$ cat config.mk
export PLATFORM = sky130hd
export DESIGN_NAME = pwm_sequencer
export DESIGN_NICKNAME = d
export VERILOG_FILES = /design/src/rtl/pwm_ctrl_pkg.sv /design/src/rtl/pwm_step_table.sv /design/src/rtl/pwm_sequencer.sv
export SDC_FILE = /design/constraint.sdc
export NUM_CORES = 1
export LEC_CHECK = 0
export BUFFER_PORTS_ARGS = -buffer_cell sky130_fd_sc_hd__buf_2
export CELL_PAD_IN_SITES_DETAIL_PLACEMENT = 1
export CELL_PAD_IN_SITES_GLOBAL_PLACEMENT = 2
export CORE_UTILIZATION = 43
export CTS_BUF_LIST = sky130_fd_sc_hd__clkbuf_8
export CTS_CLUSTER_DIAMETER = 150
export DETAILED_ROUTE_END_ITERATION = 10
export PLACE_DENSITY_LB_ADDON = 0.1
export SLEW_MARGIN = 10
export SYNTH_ARGS = -nofsm -noshare
export SYNTH_HDL_FRONTEND = slang
export SYNTH_HIERARCHICAL = 1
export SYNTH_SLANG_ARGS = --single-unit
$ cat constraint.sdc
create_clock -name clk_in -period 4.75 [get_ports clk_in]
set_input_delay 1.1875 -clock clk_in [delete_from_list [all_inputs] [get_ports clk_in]]
set_output_delay 1.1875 -clock clk_in [all_outputs]
set_load 0.02 [all_outputs]
$ cat src/rtl/pwm_ctrl_pkg.sv
// -----------------------------------------------------------------------------
// pwm_ctrl_pkg
// Shared definitions for the PWM step sequencer:
//   - state_e  : sequencer FSM state encoding (IDLE/LOAD/RUN/DONE)
//   - SEL_W_DEFAULT : default width of the pwm_generation selection field
//   - HOLD_MIN : smallest effective hold count; a programmed hold of 0 is
//                stretched to this value so every step gets at least one
//                RUN cycle
// -----------------------------------------------------------------------------
package pwm_ctrl_pkg;

  typedef enum logic [1:0] {
    IDLE = 2'd0,
    LOAD = 2'd1,
    RUN  = 2'd2,
    DONE = 2'd3
  } state_e;

  localparam int SEL_W_DEFAULT = 2;
  localparam int HOLD_MIN      = 1;

endpackage : pwm_ctrl_pkg

$ cat src/rtl/pwm_step_table.sv
// -----------------------------------------------------------------------------
// pwm_step_table
// NUM_STEPS-entry register file holding {selection, hold} per sequencer step.
//
// Ports:
//   clk_in       : clock, rising edge
//   reset_in     : synchronous active-high reset; every entry -> sel=0, hold=1
//   busy_in      : sequencer busy; writes are dropped while high
//   we_in        : write strobe
//   wr_addr_in   : entry to write
//   wr_sel_in    : selection value to store
//   wr_hold_in   : hold count to store
//   rd_addr_in   : entry to read (combinational)
//   rd_sel_out   : selection of the addressed entry
//   rd_hold_out  : hold count of the addressed entry
//
// A write accepted in the same cycle as a read of the same entry is forwarded
// to the read port, so a step loaded on that edge sees the new contents.
// -----------------------------------------------------------------------------
module pwm_step_table
  import pwm_ctrl_pkg::*;
#(
  parameter int NUM_STEPS = 4,
  parameter int HOLD_W    = 8,
  parameter int SEL_W     = SEL_W_DEFAULT,
  localparam int ADDR_W   = $clog2(NUM_STEPS)
) (
  input  logic              clk_in,
  input  logic              reset_in,
  input  logic              busy_in,
  input  logic              we_in,
  input  logic [ADDR_W-1:0] wr_addr_in,
  input  logic [SEL_W-1:0]  wr_sel_in,
  input  logic [HOLD_W-1:0] wr_hold_in,
  input  logic [ADDR_W-1:0] rd_addr_in,
  output logic [SEL_W-1:0]  rd_sel_out,
  output logic [HOLD_W-1:0] rd_hold_out
);

  logic [SEL_W-1:0]  sel_mem  [NUM_STEPS];
  logic [HOLD_W-1:0] hold_mem [NUM_STEPS];

  logic wr_ok;
  logic wr_hit;

  assign wr_ok  = we_in && !busy_in;
  assign wr_hit = wr_ok && (wr_addr_in == rd_addr_in);

  // NOTE: this table is reset on purpose (it is a handful of flops, not a RAM
  // macro); large memories should normally be left unreset.
  always_ff @(posedge clk_in) begin
    if (reset_in) begin
      for (int i = 0; i < NUM_STEPS; i++) begin
        sel_mem[i]  <= '0;
        hold_mem[i] <= HOLD_W'(HOLD_MIN);
      end
    end else if (wr_ok) begin
      sel_mem[wr_addr_in]  <= wr_sel_in;
      hold_mem[wr_addr_in] <= wr_hold_in;
    end
  end

  assign rd_sel_out  = wr_hit ? wr_sel_in  : sel_mem[rd_addr_in];
  assign rd_hold_out = wr_hit ? wr_hold_in : hold_mem[rd_addr_in];

endmodule : pwm_step_table

$ cat src/rtl/pwm_sequencer.sv
// -----------------------------------------------------------------------------
// pwm_sequencer
// Drives selection/refresh/enable of one pwm_generation instance from a small
// programmable step table. Each step is one LOAD cycle (refresh pulse, new
// selection) followed by max(hold,1) RUN cycles with enable high. Steps run in
// order, once or looping.
//
// Ports:
//   clk_in        : clock, rising edge
//   reset_in      : synchronous active-high reset (also clears the table)
//   start_in      : level; begins a sequence when sampled in IDLE
//   stop_in       : abort to IDLE; wins over start_in
//   loop_in       : 1 = wrap to step 0 after the last step
//   cfg_we_in     : table write strobe (ignored while busy_out=1)
//   cfg_addr_in   : table entry index
//   cfg_sel_in    : selection value for the entry
//   cfg_hold_in   : hold cycles for the entry (0 behaves as 1)
//   selection_out : to pwm_generation.selection
//   refresh_out   : one-cycle reload pulse to pwm_generation.refresh
//   enable_out    : to pwm_generation.enable
//   step_out      : current step index
//   busy_out      : high in LOAD/RUN
//   done_out      : one-cycle pulse on normal completion
//
// All outputs are registered: the next-state logic picks state_d/step_d, the
// output logic derives the next output values from state_d, and both are
// captured on the same edge so outputs always match the current state.
// -----------------------------------------------------------------------------
module pwm_sequencer
  import pwm_ctrl_pkg::*;
#(
  parameter int NUM_STEPS = 4,
  parameter int HOLD_W    = 8,
  parameter int SEL_W     = SEL_W_DEFAULT,
  localparam int STEP_W   = $clog2(NUM_STEPS)
) (
  input  logic              clk_in,
  input  logic              reset_in,
  input  logic              start_in,
  input  logic              stop_in,
  input  logic              loop_in,
  input  logic              cfg_we_in,
  input  logic [STEP_W-1:0] cfg_addr_in,
  input  logic [SEL_W-1:0]  cfg_sel_in,
  input  logic [HOLD_W-1:0] cfg_hold_in,
  output logic [SEL_W-1:0]  selection_out,
  output logic              refresh_out,
  output logic              enable_out,
  output logic [STEP_W-1:0] step_out,
  output logic              busy_out,
  output logic              done_out
);

  localparam logic [STEP_W-1:0] LAST_STEP = STEP_W'(NUM_STEPS - 1);
  localparam logic [HOLD_W-1:0] HOLD_ONE  = HOLD_W'(HOLD_MIN);

  state_e            state_q, state_d;
  logic [STEP_W-1:0] step_d;
  logic [HOLD_W-1:0] cnt_q;
  logic [HOLD_W-1:0] hold_load;

  logic [SEL_W-1:0]  rd_sel;
  logic [HOLD_W-1:0] rd_hold;

  logic [SEL_W-1:0]  sel_d;
  logic              refresh_d;
  logic              enable_d;
  logic              busy_d;
  logic              done_d;

  // The table is read at the step about to be entered, so the selection and
  // hold count are ready on the edge that moves the FSM into LOAD.
  pwm_step_table #(
    .NUM_STEPS (NUM_STEPS),
    .HOLD_W    (HOLD_W),
    .SEL_W     (SEL_W)
  ) u_table (
    .clk_in      (clk_in),
    .reset_in    (reset_in),
    .busy_in     (busy_out),
    .we_in       (cfg_we_in),
    .wr_addr_in  (cfg_addr_in),
    .wr_sel_in   (cfg_sel_in),
    .wr_hold_in  (cfg_hold_in),
    .rd_addr_in  (step_d),
    .rd_sel_out  (rd_sel),
    .rd_hold_out (rd_hold)
  );

  // A programmed hold of 0 still gets one RUN cycle.
  assign hold_load = (rd_hold < HOLD_ONE) ? HOLD_ONE : rd_hold;

  // ---------------------------------------------------------------------------
  // State, step, counter and output registers
  // ---------------------------------------------------------------------------
  // NOTE: every flop here uses non-blocking assignment so all registers update
  // together from the values present before the edge.
  always_ff @(posedge clk_in) begin
    if (reset_in) begin
      state_q       <= IDLE;
      step_out      <= '0;
      cnt_q         <= '0;
      selection_out <= '0;
      refresh_out   <= 1'b0;
      enable_out    <= 1'b0;
      busy_out      <= 1'b0;
      done_out      <= 1'b0;
    end else begin
      state_q       <= state_d;
      step_out      <= step_d;
      selection_out <= sel_d;
      refresh_out   <= refresh_d;
      enable_out    <= enable_d;
      busy_out      <= busy_d;
      done_out      <= done_d;
      // The counter is loaded on entry to LOAD and only counts while staying
      // in RUN; it leaves RUN at 1, so it never has to wrap.
      if (state_d == LOAD) begin
        cnt_q <= hold_load;
      end else if (state_q == RUN && state_d == RUN) begin
        cnt_q <= cnt_q - HOLD_W'(1);
      end
    end
  end

  // ---------------------------------------------------------------------------
  // Next-state logic
  // ---------------------------------------------------------------------------
  // NOTE: every signal assigned in an always_comb gets a default at the top so
  // no path can leave it unassigned and infer a latch.
  always_comb begin
    state_d = state_q;
    step_d  = step_out;

    case (state_q)
      IDLE: begin
        if (start_in && !stop_in) begin
          state_d = LOAD;
          step_d  = '0;
        end
      end
      LOAD: state_d = RUN;
      RUN: begin
        if (cnt_q == HOLD_ONE) begin
          if (step_out != LAST_STEP) begin
            state_d = LOAD;
            step_d  = step_out + STEP_W'(1);
          end else if (loop_in) begin
            state_d = LOAD;
            step_d  = '0;
          end else begin
            state_d = DONE;
          end
        end
      end
      DONE: state_d = IDLE;
      default: state_d = IDLE;
    endcase

    // Abort from any active state; this also suppresses the done pulse.
    if (stop_in && state_q != IDLE) begin
      state_d = IDLE;
    end

    if (state_d == IDLE) begin
      step_d = '0;
    end
  end

  // ---------------------------------------------------------------------------
  // Output logic: values the outputs take while in state_d
  // ---------------------------------------------------------------------------
  always_comb begin
    sel_d     = selection_out;   // selection holds outside LOAD
    refresh_d = 1'b0;
    enable_d  = 1'b0;
    busy_d    = 1'b0;
    done_d    = 1'b0;

    case (state_d)
      LOAD: begin
        sel_d     = rd_sel;
        refresh_d = 1'b1;
        busy_d    = 1'b1;
      end
      RUN: begin
        enable_d = 1'b1;
        busy_d   = 1'b1;
      end
      DONE: done_d = 1'b1;
      default: ;
    endcase
  end

endmodule : pwm_sequencer
==> impl_metrics.toml, run 1 <==
[critical_path]
start_kind = "input pin"
r2r_end = "cnt_q[0]$_SDFFE_PP0P_"
r2r_cells = 15
cp_top_family = "compound AO/OA/AOI/OAI gates"
startpoint = "loop_in"
worst-setup-path-type = "in -> reg"
reg2reg_slack_ps = 960
worstPathArrival_ps = 4190
path_cells = "buf_2, nand2b_1, a311oi_1, o21bai_1, ha_1, a21oi_1, a21boi_2, buf_4, mux4_2, mux2_4, nor4_1, a41oi_1, a211oi_1"
end_kind = "register"
critical-path-slowest-cell = "mux4_2"
crit_fanout = 12
r2r-start = "cnt_q[1]$_SDFFE_PP0P_"
worstPathBufferInverterCount = 2
max_stage_delay_ps = 530
cp_data_required_time_ps = 5000

[grt]
grt_pass1_vias = 1982
gr-usage-all-layers_pct = 19.6
gr-total-overflow = 0
grt_pass1_wl_um = 10400
grt_antenna_before_repair = 0
grt_max_degree = 24

[timing]
fin_tns_setup_ps = 0
fin_skew_ps = 8.73
setup_violations = 0
grt_setup_unrepaired = "no"
fin_crit_sh_pct = 82.9
tightest_slew_ps = 771
fmax_mhz = 254
slew_viol_final = 0
min_period_ps = 3940
relSlewSlack_pct = 48.4
hold_viol = 0

[placement]
gp_congestion = 0.744
hpwl_um = 4410
port-buffer-count = 25

[die]
num_rows = 29
ios = 26
die_x_um = 85.2
start_util_pct = 45.6
core_um2 = 6530
die_area_um2 = 7270
die_y_um = 85.2

[detailed_routing]
vias_per_cell = 5.42
finalWirelength_um = 6240
ant_nets = 0
drtPass1Iterations = 4
post-route-drc-count = 0
num_vias = 1847
first_iter_violations = 56
wl_per_cell_um = 18.3

[pwr]
ir_drop_mv = 0.210
p_leak_nw = 1.36
power.density_nw_per_um2 = 334

[hold_path]
hold_end = "selection_out[0]$_SDFFE_PP0P_"
hold-path-cell-count = 2
holdCritStartpoint = "selection_out[0]$_SDFFE_PP0P_"
hp-class = "reg -> reg"

[synthesis]
synth_seq_cells = 58
synth-main-ff-cell = "edfxtp_1"
synth_edf_count = 40
syn-num-nets = 253
synth_warnings = 6
ys_seq_area_share_pct = 52.4
syn_inst = 228
synth_area_um2 = 2980
ys_types = 49
synth-async-reset-ratio_pct = 0
avgSynthCellArea_um2 = 13.1

[cells_and_area]
n_fill_cell = 686
seqCellArea_um2 = 1560
diodes = 0
area_growth_pct = 12.8
post_route_cells_drive_above_1_share_pct = 26.9
multi_input_area_um2 = 1310
layout_common_cells = "edfxtp_1 (40), and2_1 (36), buf_2 (25), dfxtp_1 (18), inv_1 (13)"
final_common_cell = "edfxtp_1"
nNetsFinal = 284
utilization_pct = 51.4

[clock_network]
clkLatencyLatePin_ps = 340
clockRootBuffer = "clkbuf_8"
cts_tree = "yes"
cts_setup_buffers = 0
cts_buffers = 9
clock_path_buffers = 2
clkTransAtPathRegs_ps = 70
cts_resized = 0
ctsHoldBuffers = 0
cts.sinks = 58
htreeDepth = 3

[flow_run]
drv_cap = 0

[status]
outcome = "finished clean"
## per-stage QoR
step                      hold slack [ps]  cell area [µm²]  std cells  total power (W)  setup WS (ps)
after floorplan                       566             2980        228         0.000661            747
after global placement                475             3170        325         0.000697            515
after detailed placement              488             3170        325         0.000700            442
after CTS                             504             3360        341          0.00114            785
after global routing                  533             3360        341          0.00117            565
final                                 494             3360        341          0.00112            811
## worst reg2reg max path, cell delays in order (launching register included)
cell	delay [ps]
dfxtp_1	410
inv_1	100
ha_1	180
nor3b_1	130
buf_4	150
a311oi_1	260
o21bai_1	170
ha_1	230
a21oi_1	160
a21boi_2	180
buf_4	260
mux4_2	530
mux2_4	270
nor4_1	280
a41oi_1	150
a211oi_1	230
## worst max path at each step
stage                                       end  slack, ps  depth (start not counted)
after detailed placement  cnt_q[0]$_SDFFE_PP0P_        440                         13
after CTS                 cnt_q[0]$_SDFFE_PP0P_        780                         13
after floorplan           cnt_q[0]$_SDFFE_PP0P_        750                         12
final                     cnt_q[0]$_SDFFE_PP0P_        810                         13
after global routing      cnt_q[0]$_SDFFE_PP0P_        570                         13
after global placement    cnt_q[0]$_SDFFE_PP0P_        510                         13
## power by group
group          total (W)  internal (W)  switching [W]
registers       0.000582      0.000568      0.0000141
logic           0.000105     0.0000473      0.0000576
clock network   0.000436      0.000236       0.000200
total            0.00112      0.000851       0.000272
## registers in the layout, indices dropped and copies added (netlist names), 2 cells and up
signal	count
u_table/hold_mem	32
cnt_q	8
u_table/sel_mem	8
step_out	2
state_q	2
selection_out	2
## cell families after synthesis
group           share of synthesized area, %
compound gates                          5.80
fa+ha+maj                               2.94
flops                                   52.4
simple gates                            18.6
buf+inv                                 3.70
mux                                     13.6
xor+xnor                                2.90
## per-layer routing
| layer | vias to the layer above | GRT usage, % | part of all wire [%] |
|---|---|---|---|
| met5 | - | 0 | 0 |
| met3 | 12 | 3.89 | 2.8 |
| met1 | 914 | 24.6 | 47 |
| met4 | 0 | 9.71 | 2.1 |
| li1 | 894 | - | - |
| met2 | 27 | 32.6 | 48 |
## final cells by class
class                   instances  area share, %
inverters                      11           1.23
well taps                      77           2.87
clock inverters                 7           1.86
clock buffers                   9           3.69
repair buffers                 30           4.84
multi-input cells             149           39.0
flip-flops and latches         58           46.5
## cell usage after synthesis (all sizes together), types with 3 or more instances
master  count  area share [%]
dfxtp      18              12
buf         4             1.5
a21oi       9             1.5
nor2b       7             1.5
xnor2       5             1.7
nor3b       4             1.2
nand2b      5             1.0
mux2       10             4.9
o21a        5             1.3
inv        11             1.4
nor4        4             1.3
ha          7             2.9
and2       36             7.6
mux2i       3             1.0
xor2        4             1.2
edfxtp     40              40
nor2        9             1.1
mux4       10             7.7
or2         3            0.63
clkbuf      6            0.80
Power figures use the tool's default switching activity.
==> inputs of run 2 (changes only) <==
- CORE_UTILIZATION: 43 -> 39
- clock period: 4.75 -> 3.2 ns (I/O delays scaled with it)
==> impl_metrics.toml, run 2 (same netlist as run 1, synthesis figures left out) <==
[die]
die_y_um = 89.4
ios = 26
die_area_um2 = 7990
start_util_pct = 40.6
die_x_um = 89.4
num_rows = 31
core_um2 = 7330

[hold_path]
hp-class = "reg -> reg"
holdCritStartpoint = "selection_out[1]$_SDFFE_PP0P_"
hold_end = "selection_out[1]$_SDFFE_PP0P_"
hold-path-cell-count = 2

[placement]
gp_congestion = 0.761
hpwl_um = 4890
dp_cells = 370
port-buffer-count = 25

[detailed_routing]
vias_per_cell = 4.91
ant_nets = 0
drtPass1Iterations = 4
first_iter_violations = 47
post-route-drc-count = 0
num_vias = 1905
wl_per_cell_um = 17.5
finalWirelength_um = 6800

[pwr]
switching_share_pct = 23.1
ir_drop_mv = 0.247
p_sw_w = 0.000412
p_int_w = 0.00137
p_comb_share_pct = 11.1
p_leak_nw = 1.52
pwr-share-seq_pct = 48.4
power.density_nw_per_um2 = 473
pwr-share-clk_pct = 40.5

[grt]
grt_max_degree = 23
gr-total-overflow = 0
grt_antenna_before_repair = 0
gr-usage-all-layers_pct = 18.9
grt_pass1_wl_um = 10600
grt_pass1_vias = 2049

[timing]
whs_ps = 499
setup_violations = 1
grt_setup_unrepaired = "yes"
relSlewSlack_pct = 51.8
fmax_mhz = 308
tightest_slew_ps = 723
min_period_ps = 3250
slew_viol_final = 0
fin_crit_sh_pct = 102
setup_ws_ps = -49.4
hold_viol = 0
fin_skew_ps = 10.2

[critical_path]
r2r-start = "step_out[0]$_SDFF_PP0_"
worstPathArrival_ps = 3500
r2r_end = "cnt_q[0]$_SDFFE_PP0P_"
end_kind = "register"
cp_data_required_time_ps = 3450
r2r_cells = 13
worst-setup-path-type = "in -> reg"
start_kind = "input pin"
crit_fanout = 6
reg2reg_slack_ps = 0

[cells_and_area]
area_growth_pct = 26.2
largest_register_ffs = 32
diodes = 0
final_common_cell = "edfxtp_1"
layout_common_cells = "edfxtp_1 (40), and2_1 (36), buf_4 (28), buf_2 (24), dfxtp_1 (15)"
layoutNonFillerInstCount = 388
reg_top3 = "u_table/hold_mem x32, cnt_q x8, u_table/sel_mem x8"
largest_register = "u_table/hold_mem"
nNetsFinal = 310
post_route_cells_drive_above_1_share_pct = 41.5

[clock_network]
cts_tree = "yes"
cts_buffers = 9
clockRootBuffer = "clkbuf_8"
clkTransAtPathRegs_ps = 70
clock_path_buffers = 2
clkLatencyLatePin_ps = 330
cts.sinks = 58
htreeDepth = 3
ctsHoldBuffers = 0

[status]
violations = "setup timing"
outcome = "finished with violations"

[flow_run]
drv_cap = 0
-- run 2: cell count changes in the layout (fill, tap and decap cells not counted), sizes merged --
cell and delta:
buf +26, bufinv +1, clkinv +1, clkinvlp -1, inv -2
-- run 2: stage by stage --
step,util (%),cell area (µm²),TNS [ps],worst slack [ps],power [W]
global placement,46.6,3420,-1230,-326,0.00106
floorplan,-,3010,-192,-192,0.000984
finish,51.3,3760,-49.4,-49.4,0.00178
global route,51.3,3760,-266,-164,0.00185
CTS,50.0,3660,-59.3,-59.3,0.00179
detailed placement,46.6,3420,-1490,-381,0.00106
-- run 2: worst max-delay path by stage --
stage | from | end | slack [ps] | cells past startpoint
2_1_floorplan | loop_in | cnt_q[0]$_SDFFE_PP0P_ | -190 | 12
3_3_place_gp | loop_in | cnt_q[0]$_SDFFE_PP0P_ | -330 | 13
3_5_place_dp | loop_in | cnt_q[0]$_SDFFE_PP0P_ | -380 | 13
4_1_cts | cnt_q[2]$_SDFFE_PP0P_ | cnt_q[0]$_SDFFE_PP0P_ | -60 | 12
5_1_grt | step_out[0]$_SDFF_PP0_ | cnt_q[0]$_SDFFE_PP0P_ | -160 | 13
6_report | loop_in | cnt_q[0]$_SDFFE_PP0P_ | -50 | 13
-- run 2: final cells by class --
cell class / instances / area [µm²]
Fill cell: 734 / 3570
Sequential cell: 58 / 1570
Multi-Input combinational cell: 149 / 1430
Timing Repair Buffer: 56 / 393
Clock buffer: 9 / 124
Tap cell: 99 / 124
Clock inverter: 6 / 82.6
Inverter: 11 / 41.3
-- run 2: power groups by stage --
stage / Combinational, W / Sequential [W] / Clock (W)
detailed placement: 0.000184 / 0.000877 / 0
global route: 0.000217 / 0.000866 / 0.000768
floorplan: 0.000108 / 0.000875 / 0
CTS: 0.000190 / 0.000863 / 0.000741
finish: 0.000198 / 0.000862 / 0.000720
global placement: 0.000182 / 0.000876 / 0
-- run 2: worst max-delay path: stages --
cell,delay (ps)
buf_6,90
nand2b_4,130
a311oi_2,250
o21bai_1,130
ha_2,220
a21oi_2,140
a21boi_4,220
buf_12,140
mux4_2,490
mux2_4,290
nor4_4,270
a41oi_2,130
a211oi_2,180
-- run 2: what timing repair did --
action,4_1_cts,5_1_grt
setup buffers,2,2
endpoints found under the setup margin,4,5
pin swaps,8,10
gates resized for setup,8,18
-- run 2: metal layers --
layer  part of all wire [%]  global-route usage (%)
met5                      0                       0
met4                    1.9                    9.38
met3                    1.8                    3.69
met2                     50                    30.9
met1                     46                    24.1
==> inputs of run 3 (changes only) <==
- CORE_MARGIN: unset -> 1.5
==> impl_metrics.toml, run 3 (same netlist as run 1, synthesis figures left out) <==
[status]
outcome = "finished with violations"
violations = "setup timing"

[critical_path]
cp_data_required_time_ps = 3450
cp_num_cells = 13
r2r_cells = 12
critical-path-slowest-cell = "mux4_2"
max_stage_delay_ps = 500
worst-setup-path-type = "in -> reg"
worstPathArrival_ps = 3500
end_kind = "register"
start_kind = "input pin"
path_cells = "buf_6, nand2b_4, a311oi_2, o21bai_1, ha_2, a21oi_2, a21boi_4, buf_12, mux4_2, mux2_4, nor4_4, a41oi_2, a211oi_2"
cp_top_family = "compound AO/OA/AOI/OAI gates"
crit_fanout = 7
worstPathBufferInverterCount = 2

[cells_and_area]
area_growth_pct = 24.1
layout_common_cells = "edfxtp_1 (40), and2_1 (36), buf_4 (31), buf_2 (24), dfxtp_1 (15)"
largest_register = "u_table/hold_mem"
stdcell_area_um2 = 3700
reg_top3 = "u_table/hold_mem x32, cnt_q x8, u_table/sel_mem x8"
nNetsFinal = 312
final_common_cell = "edfxtp_1"
seqCellArea_um2 = 1570
n_fill_cell = 771
utilization_pct = 50.5
multi_input_area_um2 = 1410
diodes = 0
largest_register_ffs = 32
post_route_cells_drive_above_1_share_pct = 39.7

[detailed_routing]
first_iter_violations = 46
drtPass1Iterations = 4
ant_nets = 0
num_vias = 1944
vias_per_cell = 4.97
wl_per_cell_um = 17.1
finalWirelength_um = 6680
post-route-drc-count = 0

[timing]
grt_setup_unrepaired = "yes"
fmax_mhz = 308
relSlewSlack_pct = 51.6
fin_crit_sh_pct = 102
setup_ws_ps = -51.1
setup_violations = 1
hold_viol = 0
min_period_ps = 3250
tightest_slew_ps = 726
fin_skew_ps = 6.89
slew_viol_final = 0

[placement]
hpwl_um = 4750
port-buffer-count = 25
post_dp_cell_area_um2 = 3410
gp_congestion = 0.746

[clock_network]
cts.sinks = 58
clkTransAtPathRegs_ps = 70
clock_path_buffers = 2
htreeDepth = 3
clockRootBuffer = "clkbuf_8"
ctsHoldBuffers = 0
cts_buffers = 9
clkLatencyLatePin_ps = 330
cts_tree = "yes"

[grt]
grt_antenna_before_repair = 0
grt_pass1_vias = 1989
gr-usage-all-layers_pct = 17.5
gr-total-overflow = 0
grt_pass1_wl_um = 10700
grt_max_degree = 23

[flow_run]
drv_cap = 0

[pwr]
p_leak_nw = 1.51
power.density_nw_per_um2 = 440
ir_drop_mv = 0.313
p_total_w = 0.00163

[die]
num_rows = 31
die_y_um = 90.4
start_util_pct = 40.6
core_um2 = 7330
ios = 26
die_area_um2 = 8170
die_x_um = 90.4

[hold_path]
hold-path-cell-count = 2
hp-class = "reg -> reg"
run 3: area by class of cell:
| cell class | instances | area share, % |
|---|---|---|
| Multi-Input combinational cell | 149 | 38.2 |
| Clock inverter | 7 | 1.01 |
| Tap cell | 99 | 3.35 |
| Inverter | 11 | 1.12 |
| Timing Repair Buffer | 58 | 10.7 |
| Sequential cell | 58 | 42.3 |
| Clock buffer | 9 | 3.35 |
run 3: metrics by stage:
| step | TNS (ps) | cells | hold slack (ps) | setup slack, ps |
|---|---|---|---|---|
| 2_1_floorplan | -192 | 228 | 566 | -192 |
| 3_3_place_gp | -1240 | 371 | 471 | -333 |
| 3_5_place_dp | -1580 | 371 | 486 | -439 |
| 4_1_cts | -85.0 | 391 | 510 | -85.0 |
| 5_1_grt | -435 | 391 | 546 | -171 |
| 6_report | -51.1 | 391 | 505 | -51.1 |
run 3: tightest hold or removal path, stage by stage (launching register included):
cell and delay, ps:
dfxtp_1 330, mux2i_1 70, nor2_1 70
run 3: what timing repair did:
action                                  4_1_cts  5_1_grt
gates resized for setup                      12        7
gates cloned                                  0        0
pin swaps                                    10        6
endpoints found under the setup margin        5        5
setup buffers                                 4        0
run 3: report_power, final:
| group | internal (W) | switching [W] |
|---|---|---|
| Sequential | 0.000843 | 0.0000185 |
| Combinational | 0.0000965 | 0.000101 |
| Clock | 0.000271 | 0.000300 |
| Total | 0.00121 | 0.000419 |
run 3: routing by layer:
layer | wire [µm] | share of wire [%] | track usage, % | vias to the layer above
li1 | - | - | - | 938
met1 | 3190 | 48 | 22.5 | 980
met2 | 3310 | 50 | 29.1 | 22
met3 | 123 | 1.8 | 3.37 | 4
met4 | 51 | 0.76 | 7.14 | 0
met5 | 0 | 0 | 0 | -
run 3: worst paths after layout:
path	startpoint	slack, ps	to
max	loop_in	-50	cnt_q[0]$_SDFFE_PP0P_
min	selection_out[1]$_SDFFE_PP0P_	500	selection_out[1]$_SDFFE_PP0P_
max reg2reg	cnt_q[2]$_SDFFE_PP0P_	-30	cnt_q[0]$_SDFFE_PP0P_
min reg2reg	selection_out[1]$_SDFFE_PP0P_	500	selection_out[1]$_SDFFE_PP0P_
